File: config.mk
export PLATFORM = sky130hd
export DESIGN_NAME = popcount_unary_tx
export DESIGN_NICKNAME = d
export VERILOG_FILES = /design/src/rtl/popcount_pkg.sv /design/src/rtl/popcount_tx_beat_ctr.sv /design/src/rtl/popcount_unary_tx.sv
export SDC_FILE = /design/constraint.sdc
export NUM_CORES = 1
export LEC_CHECK = 0
export CAP_MARGIN = 15
export CORE_AREA = 2 2 39 41
export CTS_BUF_LIST = sky130_fd_sc_hd__clkbuf_16
export DETAILED_ROUTE_END_ITERATION = 10
export DIE_AREA = 0 0 41 43
export GPL_TIMING_DRIVEN = 0
export PLACE_DENSITY = 0.66
export SLEW_MARGIN = 20
export SYNTH_ARGS = -nofsm -noshare
export SYNTH_HDL_FRONTEND = slang
export SYNTH_SLANG_ARGS = --single-unit
File: constraint.sdc
create_clock -name clk -period 3.9 [get_ports clk]
set_clock_uncertainty 0.2 [all_clocks]
set_input_delay 0.39 -clock clk [delete_from_list [all_inputs] [get_ports clk]]
set_output_delay 0.39 -clock clk [all_outputs]
set_load 0.02 [all_outputs]
File: src/rtl/popcount_pkg.sv
// Shared types and sizing helpers for the unary (thermometer) frame generator.
package popcount_pkg;

  typedef enum logic {IDLE = 1'b0, SEND = 1'b1} state_t;

  localparam int DEF_N = 4;

  // Bits needed to hold a count in 0..n
  function automatic int cnt_width(input int n);
    return $clog2(n + 1);
  endfunction

endpackage

File: src/rtl/popcount_tx_beat_ctr.sv
// Beat index within a unary frame: cleared on load, stepped on advance, saturates at N-1.
module popcount_tx_beat_ctr #(
  parameter int N  = 4,
  parameter int CW = 3
) (
  input  logic          clk,
  input  logic          rst_n,
  input  logic          load,
  input  logic          advance,
  output logic [CW-1:0] idx,
  output logic          last
);

  localparam logic [CW-1:0] LAST_IDX = CW'(N - 1);

  assign last = (idx == LAST_IDX);

  always_ff @(posedge clk or negedge rst_n) begin
    if (!rst_n)              idx <= '0;
    else if (load)           idx <= '0;
    else if (advance && !last) idx <= idx + CW'(1);
  end

endmodule

File: src/rtl/popcount_unary_tx.sv
// Count-to-unary frame transmitter: one count in, N thermometer bits out (ones first).
// Optional err_o overflow pulse is built only when POPCOUNT_TX_ERR_EN is defined.
module popcount_unary_tx
  import popcount_pkg::*;
#(
  parameter int N  = DEF_N,
  parameter int CW = cnt_width(N)
) (
  input  logic          clk,
  input  logic          rst_n,
  input  logic          cnt_valid_i,
  output logic          cnt_ready_o,
  input  logic [CW-1:0] cnt_i,
  output logic          bit_valid_o,
  input  logic          bit_ready_i,
  output logic          bit_o,
`ifdef POPCOUNT_TX_ERR_EN
  output logic          err_o,
`endif
  output logic          bit_last_o
);

  localparam logic [CW-1:0] N_CW = CW'(N);

  state_t        state, state_nxt;
  logic [CW-1:0] cnt_q;
  logic [CW-1:0] idx;
  logic          last;
  logic          accept;
  logic          over;
  logic          advance;

  assign over    = (cnt_i > N_CW);
  assign accept  = cnt_valid_i && cnt_ready_o;
  assign advance = (state == SEND) && bit_ready_i && !last;

  // Outputs come from state and registers only; cnt_i never reaches bit_*
  assign bit_valid_o = (state == SEND);
  assign bit_o       = (state == SEND) && (idx < cnt_q);
  assign bit_last_o  = (state == SEND) && last;
  assign cnt_ready_o = (state == IDLE) || ((state == SEND) && bit_ready_i && last);

  always_comb begin
    state_nxt = state;
    unique case (state)
      IDLE: if (accept) state_nxt = SEND;
      SEND: if (bit_ready_i && last) state_nxt = accept ? SEND : IDLE;
      default: state_nxt = IDLE;
    endcase
  end

  always_ff @(posedge clk or negedge rst_n) begin
    if (!rst_n) begin
      state <= IDLE;
      cnt_q <= '0;
    end else begin
      state <= state_nxt;
      if (accept) cnt_q <= over ? N_CW : cnt_i;
    end
  end

`ifdef POPCOUNT_TX_ERR_EN
  always_ff @(posedge clk or negedge rst_n) begin
    if (!rst_n) err_o <= 1'b0;
    else        err_o <= accept && over;
  end
`endif

  popcount_tx_beat_ctr #(.N(N), .CW(CW)) u_beat_ctr (
    .clk     (clk),
    .rst_n   (rst_n),
    .load    (accept),
    .advance (advance),
    .idx     (idx),
    .last    (last)
  );

endmodule
# Word-level counts from Yosys, hierarchy flattened
# Index checks and enable logic that the tools add are counted.
op_classes:
  addsub: 1
  n_lt_le_gt_ge: 2
  n_eq_ne: 1
  muxes: 6
  bitwise_logic: 1
  reduce_logical: 11
op_table:
  columns: ["op", "n"]
  rows:
  - ["two-way mux 3 bit", 3]
  - ["logical AND 1 bit", 8]
  - ["adder 3 x 1 -> 3 bit (second input constant)", 1]
  - ["== test 3 x 2 -> 1 bit (second input constant)", 1]
  - ["greater-than comparator 3 bit (second input constant)", 1]
  - ["less-than comparator 3 bit", 1]
  - ["two-way mux 1 bit", 2]
  - ["one-hot mux 1 bit (2 select lines)", 1]
  - ["nonzero test 2 bit", 1]
  - ["zero test 1 bit", 1]
  - ["logical OR 1 bit", 1]
  - ["inverter 1 bit", 1]
word_totals:
  ff_bits: 7
  in_bits: 7
  elab_cells: 25

# Logic depth before layout (Yosys ltp)
# Gate-level depths: netlist (run 1).
logic_depth:
  word_depth: 7
  ltp_mapped: 5
  mapped_depth_nobuf: 5

# Modules after synthesis
# Synthesis (run 1) repeated with hierarchy kept, for this count alone.
hier_totals:
  cells_unflattened: 41
  area_unflattened_um2: 440.4
by_module_without_submodules:
  columns: ["mod", "n_inst", "cells_each", "area_per_inst_um2"]
  rows:
  - ["popcount_unary_tx", 1, 26, 262.8]
  - ["popcount_tx_beat_ctr", 1, 15, 177.7]

# Least setup slack after synthesis (run 1)
# OpenSTA, ideal clock, no wires.
synth_timing:
  path_kind: "register to output"
  startpoint: "register u_beat_ctr.idx[1]"
  endpoint: "output bit_o"
  t_arrival_ns: 1.364
  t_required_ns: 3.310
  slack_ns: 1.946
  stages_incl_launch_ff: 4
  n_path_buf: 0
  path_cell_list: "dfrtp_1 > ha_1 > a21o_1 > a211oi_1"
synth_between:
  elab_chain_len: 2
synth_rtl:
  columns: ["element", "line_no", "source"]
  rows:
  - ["start, declared", "popcount_tx_beat_ctr.sv:10", "output logic [CW-1:0] idx,"]
  - ["start signal, assigned", "popcount_tx_beat_ctr.sv:21", "else if (advance && !last) idx <= idx + CW'(1);"]
  - ["less-than comparator 3 bit", "popcount_unary_tx.sv:39", "assign bit_o = (state == SEND) && (idx < cnt_q);"]
  - ["logical AND 1 bit", "popcount_unary_tx.sv:39", null]
  - ["end, declared", "popcount_unary_tx.sv:16", "output logic bit_o,"]
# No other way between the ends.

# Worst setup path after layout (run 1)
# Same ends and word-level chain as after synthesis.

==> results.sh, run 1 <==
export IMPL_outcome="completed"
export IMPL_grt_pass1_wl_mm=1.35
export IMPL_dieArea_mm2=0.00176
export IMPL_cts_max_path_buffers=2
export IMPL_hp_class="in2async"
export IMPL_cts_sinks=7
export IMPL_critical_path_startpoint="u_beat_ctr.idx[1]"
export IMPL_netlist_area_um2=399
export IMPL_pwr_share_comb_pct=39.4
export IMPL_cts_root_buf="clkbuf_16"
export IMPL_leakage_uw=0.000289
export IMPL_layout_commonest_cell="clkdlybuf4s50_1"
export IMPL_switchingPower_uw=151
export IMPL_drt_iter0_markers=2
export IMPL_pin_count=11
export IMPL_die_x_um=41
export IMPL_max_cap_viol_count=0
export IMPL_crit_slowest_cell="clkdlybuf4s50_1"
export IMPL_path_max_fanout=3
export IMPL_vias=305
export IMPL_numCtsBuffers=3
export IMPL_ant_nets=0
export IMPL_setup_viol=0
export IMPL_fill_cells=137
export IMPL_cts_setup_buffers=0
export IMPL_ir_drop_v=0.000320
export IMPL_post_cts_resized=0
export IMPL_synth_warnings=0
export IMPL_rows=14
export IMPL_max_stage_delay_ps=630
export IMPL_power_density_mw_per_mm2=832
export IMPL_yosysUniqueCellTypes=18
export IMPL_antenna_found_initial=0
export IMPL_area_delta_synth_final_pct=50.2
export IMPL_numPortBuffers=10
export IMPL_slew_headroom_pct=78.5
export IMPL_finalNonFillerCells=66
export IMPL_whs_ps=221
export IMPL_seq_area_um2=175
export IMPL_p_int_uw=348
export IMPL_final_hold_violation_count=0
export IMPL_r2r_start="u_beat_ctr.idx[0]"
export IMPL_finalCritPeriodShare_pct=64.0
export IMPL_routabilityCongestion=0.738
export IMPL_max_freq_mhz=401
export IMPL_drive_above_1_share_pct=14.0
export IMPL_swShare_pct=30.3
export IMPL_grt_pass1_vias=330
export IMPL_wire_per_inst_um=11.2
export IMPL_cp_required_ps=3310
export IMPL_die_y_um=43
export IMPL_cp_start_kind="flip-flop"
export IMPL_layout_nets=62
export IMPL_clk_latency_ps=230
export IMPL_drcViolationCount=0
export IMPL_coreArea_mm2=0.00138
export IMPL_place_ws_ps=1580
export IMPL_synth_nets=47
export IMPL_multi_input_area_um2=209
export IMPL_pwr_share_seq_pct=25.3
export IMPL_synth_seq_cells=7
export IMPL_fin_ws_ps=1400
export IMPL_dpl_hpwl_um=569
export IMPL_cts_tree="yes"
export IMPL_first_pass_iters=2
export IMPL_grt_max_degree=8
export IMPL_grt_overflow_total=0
export IMPL_cts_clk_slew_worst_paths_ps=40
export IMPL_track_usage_pct=11.6
export IMPL_rsz0062_at_grt="no"
export IMPL_ys_seq_area_share_pct=43.9
export IMPL_htree_levels=1
export IMPL_drv_slew=0
export IMPL_p_clk_share_pct=35.3
export IMPL_layout_min_cycle_time_ps=2500
export IMPL_via_per_inst=4.62
export IMPL_netlist_instances=36
export IMPL_max_slew_worst_pin_slew_ps=321
export IMPL_final_cell_mix="clkdlybuf4s50_1, dfrtp_1, inv_1, ha_1"
export IMPL_totalWireLength_um=736
export IMPL_cts_hold_fix_buffers=0
export IMPL_critical_path_class="reg2out"
export IMPL_finalPower_uw=499
export IMPL_initial_core_util_pct=28.8
export IMPL_dp_cells=62
export IMPL_cp_cell_sequence="ha_1 > a21o_1 > a211oi_1 > clkdlybuf4s50_1"
export IMPL_setup_tns_ps=0
export IMPL_endpoint_kind="output port"
export IMPL_num_antenna_cells=0
export IMPL_syn_area_per_cell_um2=11.1
export IMPL_cp_arrival_ps=1910
## area by class of cell
| cell class | count | share of cell area, % |
|---|---|---|
| clock buffer | 3 | 12.5 |
| clock inverter | 1 | 0.835 |
| inverter | 4 | 2.51 |
| multi-input combinational | 25 | 34.9 |
| sequential | 7 | 29.2 |
| tap | 16 | 3.34 |
| timing repair buffer | 10 | 16.7 |
## worst paths after layout
| check | to | slack, ps | cells after the start |
|---|---|---|---|
| max in group asynchronous | u_beat_ctr.idx[2] | 3040 | 1 |
| worst max-delay path | bit_o | 1400 | 4 |
| worst max register to register | cnt_q[2] | 2120 | 5 |
| min in group clk | cnt_q[0] | 310 | 1 |
| worst min register to register | cnt_q[0] | 310 | 1 |
| worst min-delay path | cnt_q[2] | 220 | 1 |
## kinds of logic after synthesis
kind of cell	share of synthesized area (%)
simple gates	15.7
mux	3.76
flops	43.9
compound gates	20.4
buf+inv	3.76
fa+ha+maj	12.5
## stage by stage
step / utilization [%] / cell area, um^2
after floorplan: - / 399
after global routing: 43.3 / 599
after global placement: 37.5 / 519
after CTS: 43.3 / 599
after detailed placement: 37.5 / 519
final: 43.3 / 599
## flip-flops by register name, summed over array words and instances (netlist names)
register,flops
cnt_q,3
u_beat_ctr.idx,3
bit_valid_o,1
## synthesized netlist by cell type
master / instances / area share, %
nand3b_1: 1 / 1.9
o2bb2ai_1: 1 / 2.2
ha_1: 4 / 13
a21bo_4: 1 / 4.1
a22o_1: 2 / 4.4
a21o_1: 2 / 3.8
o22ai_1: 1 / 1.6
nand2b_1: 2 / 3.1
nor2_1: 3 / 2.8
mux2_4: 1 / 3.8
nand2_4: 1 / 2.8
dfrtp_1: 7 / 44
nor2b_1: 1 / 1.6
a32o_1: 1 / 2.5
inv_1: 4 / 3.8
and2_1: 1 / 1.6
nand2_1: 2 / 1.9
a211oi_1: 1 / 1.9
## power groups by stage
stage                     Combinational (uW)  Sequential (uW)  Clock, uW
after floorplan                          133              122          0
after global placement                   195              127          0
after detailed placement                 197              127          0
after CTS                                200              126        178
after global routing                     223              133        182
final                                    196              126        176
## metal layers
| metal | global-route usage (%) | vias to the layer above | share of wire (%) |
|---|---|---|---|
| met1 | 13.2 | 143 | 46 |
| met5 | 0 | - | 0 |
| met4 | 10.0 | 0 | 2.6 |
| li1 | - | 153 | - |
| met2 | 17.8 | 7 | 48 |
| met3 | 1.57 | 2 | 3.1 |
## worst max-delay path, delay by kind of cell, from the launching register on
kind,cells,cell delay [ps]
DFF,1,390
adders and majority gates,1,280
buffers and inverters,1,630
AOI/OAI and AO/OA,2,360
Power figures use the tool's default switching activity.
==> inputs of run 2 (changes only) <==
- clock period: 3.9 -> 2.5 ns (I/O delays scaled with it)
==> results of run 2 <==
The final DEF is identical to that of run 1. Status: completed.
Among the figures that moved: setup slack after placement 1580 ps -> 386 ps; setup slack after layout 1400 ps -> 144 ps; hold slack 221 ps -> 81.1 ps; register-to-register setup slack 2120 ps -> 720 ps; total power 499 uW -> 778 uW; worst IR drop on VDD 0.000320 V -> 0.000499 V
